==> config.mk <==
export PLATFORM = sky130hd
export DESIGN_NAME = c1_src_buf_ctrl
export DESIGN_NICKNAME = d
export VERILOG_FILES = /design/src/rtl/c1_src_buf_ctrl.sv
export SDC_FILE = /design/constraint.sdc
export NUM_CORES = 1
export LEC_CHECK = 0
export ABC_AREA = 1
export BUFFER_PORTS_ARGS = -buffer_cell sky130_fd_sc_hd__buf_2
export CELL_PAD_IN_SITES_DETAIL_PLACEMENT = 0
export CELL_PAD_IN_SITES_GLOBAL_PLACEMENT = 2
export CORE_ASPECT_RATIO = 1.2
export CORE_MARGIN = 2
export CORE_UTILIZATION = 33
export DETAILED_ROUTE_END_ITERATION = 6
export PLACE_DENSITY = 0.87
export SLEW_MARGIN = 20
export SYNTH_ARGS = -nofsm -noshare
export SYNTH_HDL_FRONTEND = slang
export SYNTH_SLANG_ARGS = --single-unit
==> constraint.sdc <==
create_clock -name clk -period 2.4 [get_ports clk]
set_input_delay 0.24 -clock clk [delete_from_list [all_inputs] [get_ports clk]]
set_output_delay 0.24 -clock clk [all_outputs]
set_load 0.05 [all_outputs]
==> src/rtl/c1_src_buf_ctrl.sv <==
// c1_src_buf_ctrl
// Sequencer for the C1 five-bank source buffer (five identical copies of the
// input image). A frame runs in two phases:
//   LOAD - IMG_W*IMG_H pixels are written through the shared write port.
//   SCAN - the five read ports are driven so that every issued cycle returns
//          one column k of a 5x5 window; bank p supplies window row p.
//
// Optional feature: define C1_SRC_CTRL_PERF_EN to add the 32-bit stall_cnt
// output (SCAN cycles with dn_ready low, cleared on an accepted start).
//
// Ports
//   clk, rst_n            rising-edge clock, asynchronous active-low reset
//   start                 frame start pulse, sampled in IDLE only
//   pix_in, pix_valid     input pixel stream; pix_ready is high in LOAD
//   wr_data, wr_addr, we  buffer write port (one cycle behind acceptance)
//   rd_addr_5P            five read addresses, port p at [ADDR_W*(p+1)-1:ADDR_W*p]
//   dn_ready              MAC array can take a tap next cycle
//   tap_valid, tap_col,   tap qualifiers, aligned with the RAM read data
//   tap_last, frame_last
//   out_row, out_col      output coordinate of the current window
//   busy, done            state != IDLE; one-cycle end-of-frame pulse
`timescale 1ns/1ps

module c1_src_buf_ctrl #(
    parameter int IMG_W  = 32,
    parameter int IMG_H  = 32,
    parameter int ADDR_W = 32,
    parameter int DATA_W = 16
) (
    input  logic                  clk,
    input  logic                  rst_n,
    input  logic                  start,
    input  logic [DATA_W-1:0]     pix_in,
    input  logic                  pix_valid,
    output logic                  pix_ready,
    output logic [DATA_W-1:0]     wr_data,
    output logic [ADDR_W-1:0]     wr_addr,
    output logic                  we,
    output logic [5*ADDR_W-1:0]   rd_addr_5P,
    input  logic                  dn_ready,
    output logic                  tap_valid,
    output logic [2:0]            tap_col,
    output logic                  tap_last,
    output logic                  frame_last,
    output logic [7:0]            out_row,
    output logic [7:0]            out_col,
    output logic                  busy,
    output logic                  done
`ifdef C1_SRC_CTRL_PERF_EN
    ,
    output logic [31:0]           stall_cnt
`endif
);

    localparam int K  = 5;
    localparam int OW = IMG_W - K + 1;
    localparam int OH = IMG_H - K + 1;

    localparam logic [ADDR_W-1:0] NPIX_LAST = ADDR_W'(IMG_W * IMG_H - 1);
    // Base address steps: (c,4)->(c+1,0) moves back K-2 words,
    // (r,OW-1,4)->(r+1,0,0) moves forward IMG_W-OW-K+2 words.
    localparam logic [ADDR_W-1:0] COL_BACK  = ADDR_W'(K - 2);
    localparam logic [ADDR_W-1:0] ROW_FWD   = ADDR_W'(IMG_W - OW - K + 2);
    localparam logic [7:0]        OW_LAST   = 8'(OW - 1);
    localparam logic [7:0]        OH_LAST   = 8'(OH - 1);
    localparam logic [2:0]        K_LAST    = 3'(K - 1);

    typedef enum logic [1:0] {IDLE, LOAD, SCAN, DONE} state_t;

    state_t              state, state_nxt;
    logic [ADDR_W-1:0]   wr_cnt;
    logic [7:0]          r_cnt, c_cnt;
    logic [2:0]          k_cnt;
    logic [ADDR_W-1:0]   base_addr;   // r*IMG_W + c + k, tracked without a multiplier

    logic accept, load_last, issue, scan_last, start_ok;

    assign start_ok  = (state == IDLE) && start;
    assign accept    = (state == LOAD) && pix_valid;
    assign load_last = accept && (wr_cnt == NPIX_LAST);
    assign issue     = (state == SCAN) && dn_ready;
    assign scan_last = issue && (r_cnt == OH_LAST) && (c_cnt == OW_LAST) && (k_cnt == K_LAST);

    always_ff @(posedge clk or negedge rst_n) begin
        if (!rst_n) state <= IDLE;
        else        state <= state_nxt;
    end

    always_comb begin
        state_nxt = state;
        pix_ready = 1'b0;
        busy      = 1'b0;
        done      = 1'b0;
        case (state)
            IDLE: if (start) state_nxt = LOAD;
            LOAD: begin
                pix_ready = 1'b1;
                if (load_last) state_nxt = SCAN;
            end
            SCAN: if (scan_last) state_nxt = DONE;
            DONE: begin
                done      = 1'b1;
                state_nxt = IDLE;
            end
            default: state_nxt = IDLE;
        endcase
        busy = (state != IDLE);
    end

    // Counters: write index and (r, c, k) scan position
    always_ff @(posedge clk or negedge rst_n) begin
        if (!rst_n) begin
            wr_cnt    <= '0;
            r_cnt     <= '0;
            c_cnt     <= '0;
            k_cnt     <= '0;
            base_addr <= '0;
        end else if (start_ok) begin
            wr_cnt    <= '0;
            r_cnt     <= '0;
            c_cnt     <= '0;
            k_cnt     <= '0;
            base_addr <= '0;
        end else begin
            if (accept) wr_cnt <= wr_cnt + 1'b1;
            if (issue) begin
                if (k_cnt == K_LAST) begin
                    k_cnt <= '0;
                    if (c_cnt == OW_LAST) begin
                        c_cnt     <= '0;
                        r_cnt     <= r_cnt + 1'b1;
                        base_addr <= base_addr + ROW_FWD;
                    end else begin
                        c_cnt     <= c_cnt + 1'b1;
                        base_addr <= base_addr - COL_BACK;
                    end
                end else begin
                    k_cnt     <= k_cnt + 1'b1;
                    base_addr <= base_addr + 1'b1;
                end
            end
        end
    end

    // Stage p1: registered write port and read-issue outputs
    logic                 we_p1;
    logic [DATA_W-1:0]    wr_data_p1;
    logic [ADDR_W-1:0]    wr_addr_p1;
    logic [5*ADDR_W-1:0]  rd_addr_p1;
    logic                 vld_p1;
    logic [2:0]           tap_col_p1;
    logic                 tap_last_p1;
    logic                 frame_last_p1;
    logic [7:0]           out_row_p1, out_col_p1;

    always_ff @(posedge clk or negedge rst_n) begin
        if (!rst_n) begin
            we_p1         <= 1'b0;
            wr_data_p1    <= '0;
            wr_addr_p1    <= '0;
            rd_addr_p1    <= '0;
            vld_p1        <= 1'b0;
            tap_col_p1    <= '0;
            tap_last_p1   <= 1'b0;
            frame_last_p1 <= 1'b0;
            out_row_p1    <= '0;
            out_col_p1    <= '0;
        end else begin
            we_p1         <= accept;
            vld_p1        <= issue;
            tap_last_p1   <= issue && (k_cnt == K_LAST);
            frame_last_p1 <= scan_last;
            if (accept) begin
                wr_data_p1 <= pix_in;
                wr_addr_p1 <= wr_cnt;
            end
            if (issue) begin
                for (int p = 0; p < K; p++)
                    rd_addr_p1[p*ADDR_W +: ADDR_W] <= base_addr + ADDR_W'(p * IMG_W);
                tap_col_p1 <= k_cnt;
                out_row_p1 <= r_cnt;
                out_col_p1 <= c_cnt;
            end
        end
    end

    assign we         = we_p1;
    assign wr_data    = wr_data_p1;
    assign wr_addr    = wr_addr_p1;
    assign rd_addr_5P = rd_addr_p1;
    assign tap_valid  = vld_p1;
    assign tap_col    = tap_col_p1;
    assign tap_last   = tap_last_p1;
    assign frame_last = frame_last_p1;
    assign out_row    = out_row_p1;
    assign out_col    = out_col_p1;

`ifdef C1_SRC_CTRL_PERF_EN
    always_ff @(posedge clk or negedge rst_n) begin
        if (!rst_n)                           stall_cnt <= '0;
        else if (start_ok)                    stall_cnt <= '0;
        else if ((state == SCAN) && !dn_ready) stall_cnt <= stall_cnt + 1'b1;
    end
`endif

endmodule

**Word level (Yosys, flattened, before mapping)**

Index checks and enable logic that the tools add are counted.

- Add/subtract/negate cells: 10
- Multiplexer cells: 23
- Equality and inequality tests: 10
- Reductions and logical operators: 17

Operator list:

| operator | count |
|---|---|
| 32-bit two-way mux | 6 |
| 32-bit by 1-bit adder with 32-bit output (second input constant) | 2 |
| 32-bit by 7-bit adder with 32-bit output (second input constant) | 2 |
| 8-bit two-way mux | 8 |
| 32-bit by 6-bit adder with 32-bit output (second input constant) | 1 |
| 32-bit by 8-bit adder with 32-bit output (second input constant) | 1 |
| 32-bit by 10-bit equality test with 1-bit output (second input constant) | 1 |
| 32-bit by 2-bit subtractor with 32-bit output (second input constant) | 1 |
| 8-bit by 1-bit adder with 8-bit output (second input constant) | 2 |
| 8-bit by 5-bit equality test with 1-bit output (second input constant) | 2 |
| 2-bit nonzero test | 5 |
| 3-bit two-way mux | 3 |
| 1-bit logical AND | 8 |
| 2-bit one-hot mux with 4 select lines | 1 |
| 2-bit two-way mux | 3 |
| 2-bit inequality test (second input constant) | 3 |
| 3-bit AND reduction | 2 |
| 2-bit equality test (second input constant) | 2 |
| 3-bit by 1-bit adder with 3-bit output (second input constant) | 1 |
| 3-bit equality test (second input constant) | 1 |
| 2-bit by 1-bit equality test with 1-bit output (second input constant) | 1 |
| 2-bit zero test | 1 |
| 1-bit two-way mux | 2 |
| 2-bit AND reduction | 1 |

- Output and inout port bits: 234
- Bits of input ports: 21
- Register bits after elaboration: 316
- Word-level logic and storage cells: 76

**Depth between registers and ports, before layout**

Gate-level depths: netlist (run 1).

- Depth in word-level cells: 7
- Mapped depth: 13
- Gate-level depth less buffers: 12

**Least setup slack after synthesis (run 1)**

No wires, ideal clock.

- Path type: register -> register
- From: register state[1]
- To: register wr_cnt[26]
- Cell stages (with the launch flop): 12
- Period minus slack after synthesis: 2.140 ns
- Buffers on the path: 0
- Data required time: 2.283 ns
- Arrival: 2.023 ns
- Setup time: 0.117 ns
- Path slack: 0.260 ns
- Cell sequence: dfrtp_1 -> inv_1 -> ha_1 -> nand2_1 -> nor2_1 -> nand2_1 -> nor2_1 -> nand3_2 -> nor2_1 -> nand3_1 -> nor2_1 -> nor2_1

- Word-level cells in the longest chain between the ends: 3
- Elaborated cells between the ends (all ways): 6
- Classes of those cells: 1 x eq/ne; 1 x mux; 4 x reduce/logical

Ends and longest elaborated chain:

| element | RTL line | source |
|---|---|---|
| from (decl) | 70 | `state_t state, state_nxt;` |
| from (signal assigned) | 86 | `else state <= state_nxt;` |
| 2-bit by 1-bit equality test with 1-bit output or 2-bit zero test (tied branches) | 79, 78 |  |
| 1-bit logical AND, on equally long branches | 79, 78 |  |
| 2-bit nonzero test (no source line) or 32-bit two-way mux (tied branches) | - |  |
| to (signal assigned) | 125 | `if (accept) wr_cnt <= wr_cnt + 1'b1;` |
| to (decl) | 71 | `logic [ADDR_W-1:0] wr_cnt;` |

Several ways; a longest one is shown, not always the timed one.
A chain may end at the register's enable or synchronous reset.

**Final worst setup path (run 1)**

- From: register base_addr[7]
- To: register base_addr[28]

- Word-level cells in the longest chain between the ends: 5
- Elaborated cells between the ends (all ways): 6
- Classes of those cells: 2 x add/sub; 4 x mux

Ends and longest elaborated chain:

| element | RTL line | source |
|---|---|---|
| from (decl) | 74 | `logic [ADDR_W-1:0] base_addr;` |
| from (signal assigned) | 132 | `base_addr <= base_addr + ROW_FWD;` |
| from (signal assigned) | 135 | `base_addr <= base_addr - COL_BACK;` |
| from (signal assigned) | 139 | `base_addr <= base_addr + 1'b1;` |
| 32-bit by 2-bit subtractor with 32-bit output or 32-bit by 1-bit adder with 32-bit output (tied branches) | 135, 132, 139 |  |
| 32-bit two-way mux | 129 | `if (c_cnt == OW_LAST) begin` |
| 32-bit two-way mux (*) | 127 | `if (k_cnt == K_LAST) begin` |
| 32-bit two-way mux (*) | 126 | `if (issue) begin` |
| 32-bit two-way mux (*) | 118 | `end else if (start_ok) begin` |

Every way passes the cells marked *; elsewhere a longest branch is shown, timed or not. The select of a mux whose other input is x is not followed.

==> results of run 1 <==
==> per-stage QoR <==
stage / total power [mW] / hold slack [ns] / setup WS (ns)
floorplan: 13.3 / -0.0556 / 0.260
global placement: 15.7 / 0.227 / 0.186
detailed placement: 15.7 / 0.218 / 0.197
CTS: 21.4 / 0.0654 / 0.206
global route: 22.3 / 0.104 / 0.0446
finish: 21.2 / 0.0876 / 0.194
==> timing repair <==
item,4_1_cts,5_1_grt
endpoints found under the hold margin,62,0
gates resized for setup,0,2
hold buffers,17,0
endpoints found under the setup margin,0,2
==> power by group through the flow <==
stage	Combinational (mW)	Clock [mW]	Sequential (mW)
final	8.82	5.58	6.77
after CTS	8.90	5.71	6.80
after global placement	8.82	0	6.84
after global routing	9.47	5.90	6.90
after floorplan	3.42	0	9.87
after detailed placement	8.86	0	6.87
==> worst paths after layout <==
path	from	end	cells past startpoint
worst min register to register	wr_data[2]$_DFFE_PN0P_	wr_data[2]$_DFFE_PN0P_	2
worst max-delay path	base_addr[7]$_DFFE_PN0P_	base_addr[28]$_DFFE_PN0P_	11
worst min-delay path	dn_ready	rd_addr_5P[130]$_DFFE_PN0P_	3
min in group asynchronous	rst_n	rd_addr_5P[14]$_DFFE_PN0P_	2
max in group asynchronous	rst_n	out_row[7]$_DFFE_PN0P_	3
worst max register to register	base_addr[7]$_DFFE_PN0P_	base_addr[28]$_DFFE_PN0P_	11
==> logic make-up after synthesis <==
group | count (synthesis) | synth area share, %
DFF | 292 | 48.3
and+or+nand+nor | 1059 | 29.7
adders and majority gates | 20 | 1.66
AOI/OAI and AO/OA | 290 | 11.2
buffers and inverters | 271 | 7.89
xor gates and xnor gates | 20 | 1.21
==> area by class of cell <==
cell class,count,share of cell area [%]
inverters,176,3.55
well taps,609,4.09
flip-flops and latches,292,39.3
repair buffers,339,10.9
diodes,1,0.0134
clock inverters,11,0.672
multi-input cells,1389,35.7
clock buffers,51,5.80
==> layout by cell type (no fill, tap or decap), types with 17 or more instances in the layout <==
| cell | synthesis | final |
|---|---|---|
| sky130_fd_sc_hd__dfrtp_1 | 292 | 292 |
| sky130_fd_sc_hd__nand2_1 | 591 | 590 |
| sky130_fd_sc_hd__xor2_1 | 17 | 17 |
| sky130_fd_sc_hd__ha_1 | 20 | 19 |
| sky130_fd_sc_hd__inv_1 | 171 | 171 |
| sky130_fd_sc_hd__nand4_1 | 39 | 39 |
| sky130_fd_sc_hd__nor3_1 | 31 | 31 |
| sky130_fd_sc_hd__a21oi_1 | 58 | 58 |
| sky130_fd_sc_hd__clkbuf_16 | 0 | 37 |
| sky130_fd_sc_hd__buf_2 | 24 | 253 |
| sky130_fd_sc_hd__nand3_1 | 101 | 101 |
| sky130_fd_sc_hd__buf_4 | 30 | 62 |
| sky130_fd_sc_hd__o21ai_0 | 140 | 139 |
| sky130_fd_sc_hd__a22oi_1 | 18 | 18 |
| sky130_fd_sc_hd__nor2_1 | 240 | 240 |
| sky130_fd_sc_hd__o211ai_1 | 36 | 36 |
| sky130_fd_sc_hd__dlygate4sd3_1 | 0 | 17 |
==> state kept, by name, indices dropped and copies added, names as in the netlist <==
register / count
base_addr: 32
out_col: 8
tap_valid: 1
frame_last: 1
out_row: 8
state: 2
r_cnt: 8
wr_data: 16
we: 1
wr_cnt: 32
tap_last: 1
tap_col: 3
wr_addr: 32
c_cnt: 8
k_cnt: 3
rd_addr_5P: 136
==> worst max-delay path, cell delays in order, from the launching register on <==
cell and delay (ns):
sky130_fd_sc_hd__dfrtp_1 0.50, sky130_fd_sc_hd__ha_1 0.33, sky130_fd_sc_hd__inv_1 0.14, sky130_fd_sc_hd__nor2_1 0.20, sky130_fd_sc_hd__nand2_1 0.08, sky130_fd_sc_hd__nor2_1 0.22
sky130_fd_sc_hd__nand2_1 0.09, sky130_fd_sc_hd__nand2_1 0.06, sky130_fd_sc_hd__nand2_1 0.10, sky130_fd_sc_hd__a21oi_1 0.28, sky130_fd_sc_hd__nand2_1 0.09, sky130_fd_sc_hd__nand2_1 0.06
==> metal layers <==
layer	share of wire [%]	routed length, µm
met3	5.3	2800
met5	0	0
met1	40	20800
met4	4.2	2200
met2	51	26500
==> impl_metrics.yaml, run 1 <==
run_status:
  run_status: "finished clean"
timing:
  drv_slew: 0
  max_clock_freq_ghz: 0.453
  maxSlewHeadroom_pct: 57.1
  tns_ns: 0
  period_share_pct: 91.9
  finClkSkew_ns: 0.0138
  final-setup-viol-count: 0
  period_minus_slack_ns: 2.21
  finalHoldViolations: 0
  grt_setup_unrepaired: "no"
  tightest_slew_ns: 0.641
synthesis:
  syn_avg_cell_area_um2: 7.75
  async_reset_ff_share_pct: 100
  synth_seq_area_share_pct: 48.3
  mappedNetlistArea_um2: 15100
  synth.ff_latch_count: 292
  postSynth.topFlopCell: "sky130_fd_sc_hd__dfrtp_1"
  netlist.area_leader.share_pct: 48.3
  synth_edf_count: 0
  synthesis.instances: 1952
  post-synth-top-count-cell: "sky130_fd_sc_hd__nand2_1"
  yosys_warnings: 0
  post_synth_main_area_contributors: "sky130_fd_sc_hd__dfrtp_1 48%, sky130_fd_sc_hd__nand2_1 15%, sky130_fd_sc_hd__nor2_1 6.0%"
  synth_largest_area_cell: "sky130_fd_sc_hd__dfrtp_1"
  number_of_distinct_library_cell_variants_in_the_gate_level_netlist_after_synthesis: 48
  synth_top_cells_by_count: "591 x sky130_fd_sc_hd__nand2_1, 292 x sky130_fd_sc_hd__dfrtp_1, 240 x sky130_fd_sc_hd__nor2_1, 171 x sky130_fd_sc_hd__inv_1, 140 x sky130_fd_sc_hd__o21ai_0"
  postSynthNetCount: 1993
placement:
  hpwlAfterDp_um: 39500
  place_congestion: 0.914
  placedCellCount: 2788
  buffer_ports.inserted: 254
  dpl-instance-area_um2: 17200
cts:
  cts.sinks: 292
  worst_skew_pair.late_latency_ns: 0.56
  clock_path_buffers: 3
  tritoncts: "built"
  clock-root-buffer: "sky130_fd_sc_hd__clkbuf_16"
  cts_max_level: 2
  clk_transition_reported_paths_ns: 0.06
  tritoncts.num_buffers: 34
  cts.repair_timing.setup_buffer_count: 0
route:
  drt-pass1-iter-count: 5
  viasPerCell: 4.95
  average_wire_length_per_cell_after_detail_routing_um: 18.3
  vias: 14200
  drt_iter0_markers: 915
  antenna_left: 0
  wl_um: 52400
  drc_errors: 0
setup_path:
  start_kind: "register"
  crit_required_ns: 2.90
  cp.arrival_ns: 2.71
  critPathKind: "reg2reg"
  worstSetupEndpointType: "register"
  worst_path_max_fanout: 8
  ff2ff_setup_slack_ns: 0.19
global_route:
  grt_pass1_wl_um: 80900
  grt_use_met2_pct: 39.7
  antenna_violations_before_repair: 1
  grt_util_met3_pct: 4.11
  global_route.peak_usage_layer: "met2"
  globalRouteTotalUtil_pct: 22.1
  grt_overflow_total: 0
  grtUsageMet1_pct: 25.4
  first_global_vias: 14300
  grt_max_degree: 61
pwr:
  sequentialPowerShare_pct: 32.0
  intPower_mw: 11.3
  switching_share_pct: 46.8
  max-vdd-ir-drop_mv: 0.949
  power_frac_clock_pct: 26.4
  power_switching_mw: 9.91
  power.density_cell_area_nw_per_um2: 1140
  p_comb_share_pct: 41.7
  total_leakage_power_nw: 9.43
floorplan:
  placement_rows: 85
  floorplan.initialDensity_pct: 33.5
  die_area_um2: 47600
  design.core.area_um2: 45100
  die_h_um: 238
  boundaryPins: 255
  die_width_um: 199
layout:
  finalNonFillerCells: 2868
  multi_input_comb_area_um2: 6640
  layout-drive-gt1-share_pct: 19.4
  fillCellCount: 4758
  num-nets-final: 2273
  area.sequential_um2: 7310
  area_delta_synth_final_pct: 23.1
  postLayoutCellArea_um2: 18600
  fin_util_pct: 41.3
worst_hold_path:
  min_path_type: "in2reg"
job:
  max_cap_violations: 0
No activity file was read; power rests on OpenSTA's default activity.
==> run 2, diff against run 1 <==
--- a/config.mk
+++ b/config.mk
@@ -5,15 +5,14 @@
 export SDC_FILE = /design/constraint.sdc
 export NUM_CORES = 1
 export LEC_CHECK = 0
-export ABC_AREA = 1
 export BUFFER_PORTS_ARGS = -buffer_cell sky130_fd_sc_hd__buf_2
 export CELL_PAD_IN_SITES_DETAIL_PLACEMENT = 0
 export CELL_PAD_IN_SITES_GLOBAL_PLACEMENT = 2
 export CORE_ASPECT_RATIO = 1.2
 export CORE_MARGIN = 2
-export CORE_UTILIZATION = 33
+export CORE_UTILIZATION = 34
 export DETAILED_ROUTE_END_ITERATION = 6
-export PLACE_DENSITY = 0.87
+export PLACE_DENSITY = 0.86
 export SLEW_MARGIN = 20
 export SYNTH_ARGS = -nofsm -noshare
 export SYNTH_HDL_FRONTEND = slang
==> run 2 against run 1 <==
Net effect: final area fell by 3.2%; final cell count fell by 15%; power fell by 13%; clock power fell by 0.7%; largest cell class unchanged; worst setup slack got worse by 0.14 ns; routed wire length fell by 20%; highest routed layer unchanged; sequential power fell by 9.9%; clock skew rose by 0.011 ns; synthesized cell count fell by 19%; synthesized area fell by 6.4%.
==> impl_metrics.yaml, run 2 <==
floorplan:
  die_h_um: 227
  die_width_um: 190
  design.core.area_um2: 40900
  die_area_um2: 43300
  floorplan.initialDensity_pct: 34.6
  boundaryPins: 255
  placement_rows: 81
placement:
  buffer_ports.inserted: 254
  hpwlAfterDp_um: 29500
  place_congestion: 0.830
  dpl-instance-area_um2: 16500
timing:
  maxSlewHeadroom_pct: 55.2
  period_share_pct: 97.7
  max_clock_freq_ghz: 0.427
  final-setup-viol-count: 0
  tightest_slew_ns: 0.672
  grt_setup_unrepaired: "yes"
  finalHoldViolations: 0
  period_minus_slack_ns: 2.34
  drv_slew: 0
  finClkSkew_ns: 0.0243
route:
  average_wire_length_per_cell_after_detail_routing_um: 17.1
  vias: 11800
  drt_iter0_markers: 552
  antenna_left: 0
  viasPerCell: 4.80
  drc_errors: 0
  wl_um: 41800
  drt-pass1-iter-count: 4
setup_path:
  cp_slowest_stage_delay_ns: 0.54
  crit_required_ns: 2.82
  cp.arrival_ns: 2.76
  ff2ff_setup_slack_ns: 0.06
  crit_path_top_delay_cell: "sky130_fd_sc_hd__or4_4"
  reg2reg_depth: 7
  timing.rr.start: "base_addr[9]$_DFFE_PN0P_"
  critPathKind: "reg2reg"
  worstSetupEndpointType: "register"
  critical_path.reg2reg.endpoint: "base_addr[31]$_DFFE_PN0P_"
  start_kind: "register"
  crit_chain: "or4_4, nor4_4, buf_4, nand2_1, o32ai_1, xnor2_1, nor2_1"
  worst_path_max_fanout: 5
global_route:
  grt_max_degree: 164
  first_global_vias: 11800
  antenna_violations_before_repair: 0
  grt_overflow_total: 0
  globalRouteTotalUtil_pct: 19.3
  grt_pass1_wl_um: 65800
layout:
  num-nets-final: 1925
  area_delta_synth_final_pct: 27.3
  mostFrequentLayoutCells: "471 x sky130_fd_sc_hd__nand2_1, 291 x sky130_fd_sc_hd__dfrtp_1, 253 x sky130_fd_sc_hd__buf_2"
  postLayoutCellArea_um2: 18000
  layout-drive-gt1-share_pct: 25.0
  fin_util_pct: 44.0
  layout.cells.most_common: "sky130_fd_sc_hd__nand2_1"
  flip_flop_count_of_the_largest_register_all_copies_and_words_added: 136
  fillCellCount: 4138
synthesis:
  number_of_distinct_library_cell_variants_in_the_gate_level_netlist_after_synthesis: 65
  netlist.area_leader.share_pct: 51.6
  postSynthNetCount: 1627
  synth_seq_area_share_pct: 51.6
  async_reset_ff_share_pct: 100
  synth_edf_count: 0
  post_synth_main_area_contributors: "sky130_fd_sc_hd__dfrtp_1 52%, sky130_fd_sc_hd__nand2_1 13%, sky130_fd_sc_hd__xnor2_1 5.5%"
  syn_avg_cell_area_um2: 8.92
  synthesis.instances: 1586
  postSynth.topFlopCell: "sky130_fd_sc_hd__dfrtp_1"
  synth_largest_area_cell: "sky130_fd_sc_hd__dfrtp_1"
  synth_top_cells_by_count: "473 x sky130_fd_sc_hd__nand2_1, 292 x sky130_fd_sc_hd__dfrtp_1, 118 x sky130_fd_sc_hd__o21ai_0, 112 x sky130_fd_sc_hd__nor2_1, 89 x sky130_fd_sc_hd__xnor2_1"
  mappedNetlistArea_um2: 14100
  synth.ff_latch_count: 292
  post-synth-top-count-cell: "sky130_fd_sc_hd__nand2_1"
  yosys_warnings: 0
cts:
  cts_max_level: 2
  tritoncts.num_buffers: 34
  worst_skew_pair.late_latency_ns: 0.53
  clock-root-buffer: "sky130_fd_sc_hd__clkbuf_16"
  clk_transition_reported_paths_ns: 0.06
  clock_path_buffers: 3
  cts.sinks: 292
  tritoncts: "built"
pwr:
  power.density_cell_area_nw_per_um2: 1020
  max-vdd-ir-drop_mv: 0.773
  total_leakage_power_nw: 9.00
worst_hold_path:
  hold_end: "tap_last$_DFF_PN0_"
  timing.hold.worst.start: "dn_ready"
  min_path_type: "in2reg"
  worst_hold_path.num_cells: 5
run_status:
  run_status: "finished clean"
job:
  max_cap_violations: 0
[run 2: kinds of logic (layout without fill, tap and decap cells)]
kind of cell               after synthesis  after routing  synth area share (%)
buffers and inverters                  147            470                  4.75
and+or+nand+nor                        776            776                  24.2
AOI/OAI and AO/OA                      189            189                  7.53
muxes                                    3              3                 0.221
DFF                                    292            292                  51.6
other                                    0              1                     0
adders and majority gates               20             20                  1.77
xor gates and xnor gates               159            159                  9.84
[run 2: layout make-up]
| cell class | count | area, µm² | share of cell area, % |
|---|---|---|---|
| sequential | 292 | 7310 | 40.6 |
| multi-input combinational | 1147 | 6330 | 35.2 |
| timing repair buffer | 387 | 2400 | 13.3 |
| clock buffer | 46 | 1010 | 5.61 |
| tap | 539 | 674 | 3.75 |
| clock inverter | 15 | 193 | 1.07 |
| inverter | 22 | 86.3 | 0.479 |
| antenna | 1 | 2.50 | 0.0139 |
[run 2: worst max-delay path by stage]
| stage | slack [ns] | startpoint | cells after the start | end |
|---|---|---|---|---|
| final | 0.06 | base_addr[9]$_DFFE_PN0P_ | 7 | base_addr[31]$_DFFE_PN0P_ |
| after global routing | -0.04 | base_addr[8]$_DFFE_PN0P_ | 10 | base_addr[21]$_DFFE_PN0P_ |
| after CTS | 0.03 | base_addr[7]$_DFFE_PN0P_ | 8 | base_addr[24]$_DFFE_PN0P_ |
| after detailed placement | -0.16 | base_addr[7]$_DFFE_PN0P_ | 8 | rd_addr_5P[59]$_DFFE_PN0P_ |
| after global placement | -0.11 | base_addr[7]$_DFFE_PN0P_ | 8 | rd_addr_5P[59]$_DFFE_PN0P_ |
| after floorplan | 0.007 | state[0]$_DFFE_PN0P_ | 10 | state[1]$_DFFE_PN0P_ |
[run 2: through the flow]
stage	std cells	setup slack, ns	hold slack (ns)	power, mW	setup TNS [ns]
2_1_floorplan	1586	0.00663	-0.0556	11.1	0
3_3_place_gp	2368	-0.110	0.212	12.8	-0.197
3_5_place_dp	2368	-0.156	0.212	12.9	-0.297
4_1_cts	2446	0.0332	0.143	18.6	0
5_1_grt	2448	-0.0422	0.161	19.4	-0.0503
6_report	2449	0.0561	0.163	18.5	0
[run 2: power by group]
group / switching [mW] / internal (mW)
logic: 5.09 / 1.73
registers: 0.510 / 5.59
clock network: 2.14 / 3.40
total: 7.74 / 10.7
[run 2: routing by layer]
layer / up-vias / track usage (%) / part of all wire, %
met5: - / 0 / 0
met1: 5635 / 24.9 / 44
met3: 76 / 3.13 / 4.7
li1: 5785 / - / -
met4: 0 / 7.18 / 3.4
met2: 271 / 32.5 / 48
[run 2: what timing repair did]
item                                   4_1_cts  5_1_grt
pin swaps                                    0        2
hold buffers                                17        0
buffers inserted                             0        2
endpoints found under the hold margin       65        0
setup endpoints to repair                    4       22
gates resized for setup                      6       19
[run 2: worst max-delay path: cells and delay by family (launching register included)]
kind	cells	cell delay [ns]
simple gates	4	0.98
flops	1	0.42
xor+xnor	1	0.18
compound gates	1	0.45
buf+inv	1	0.19
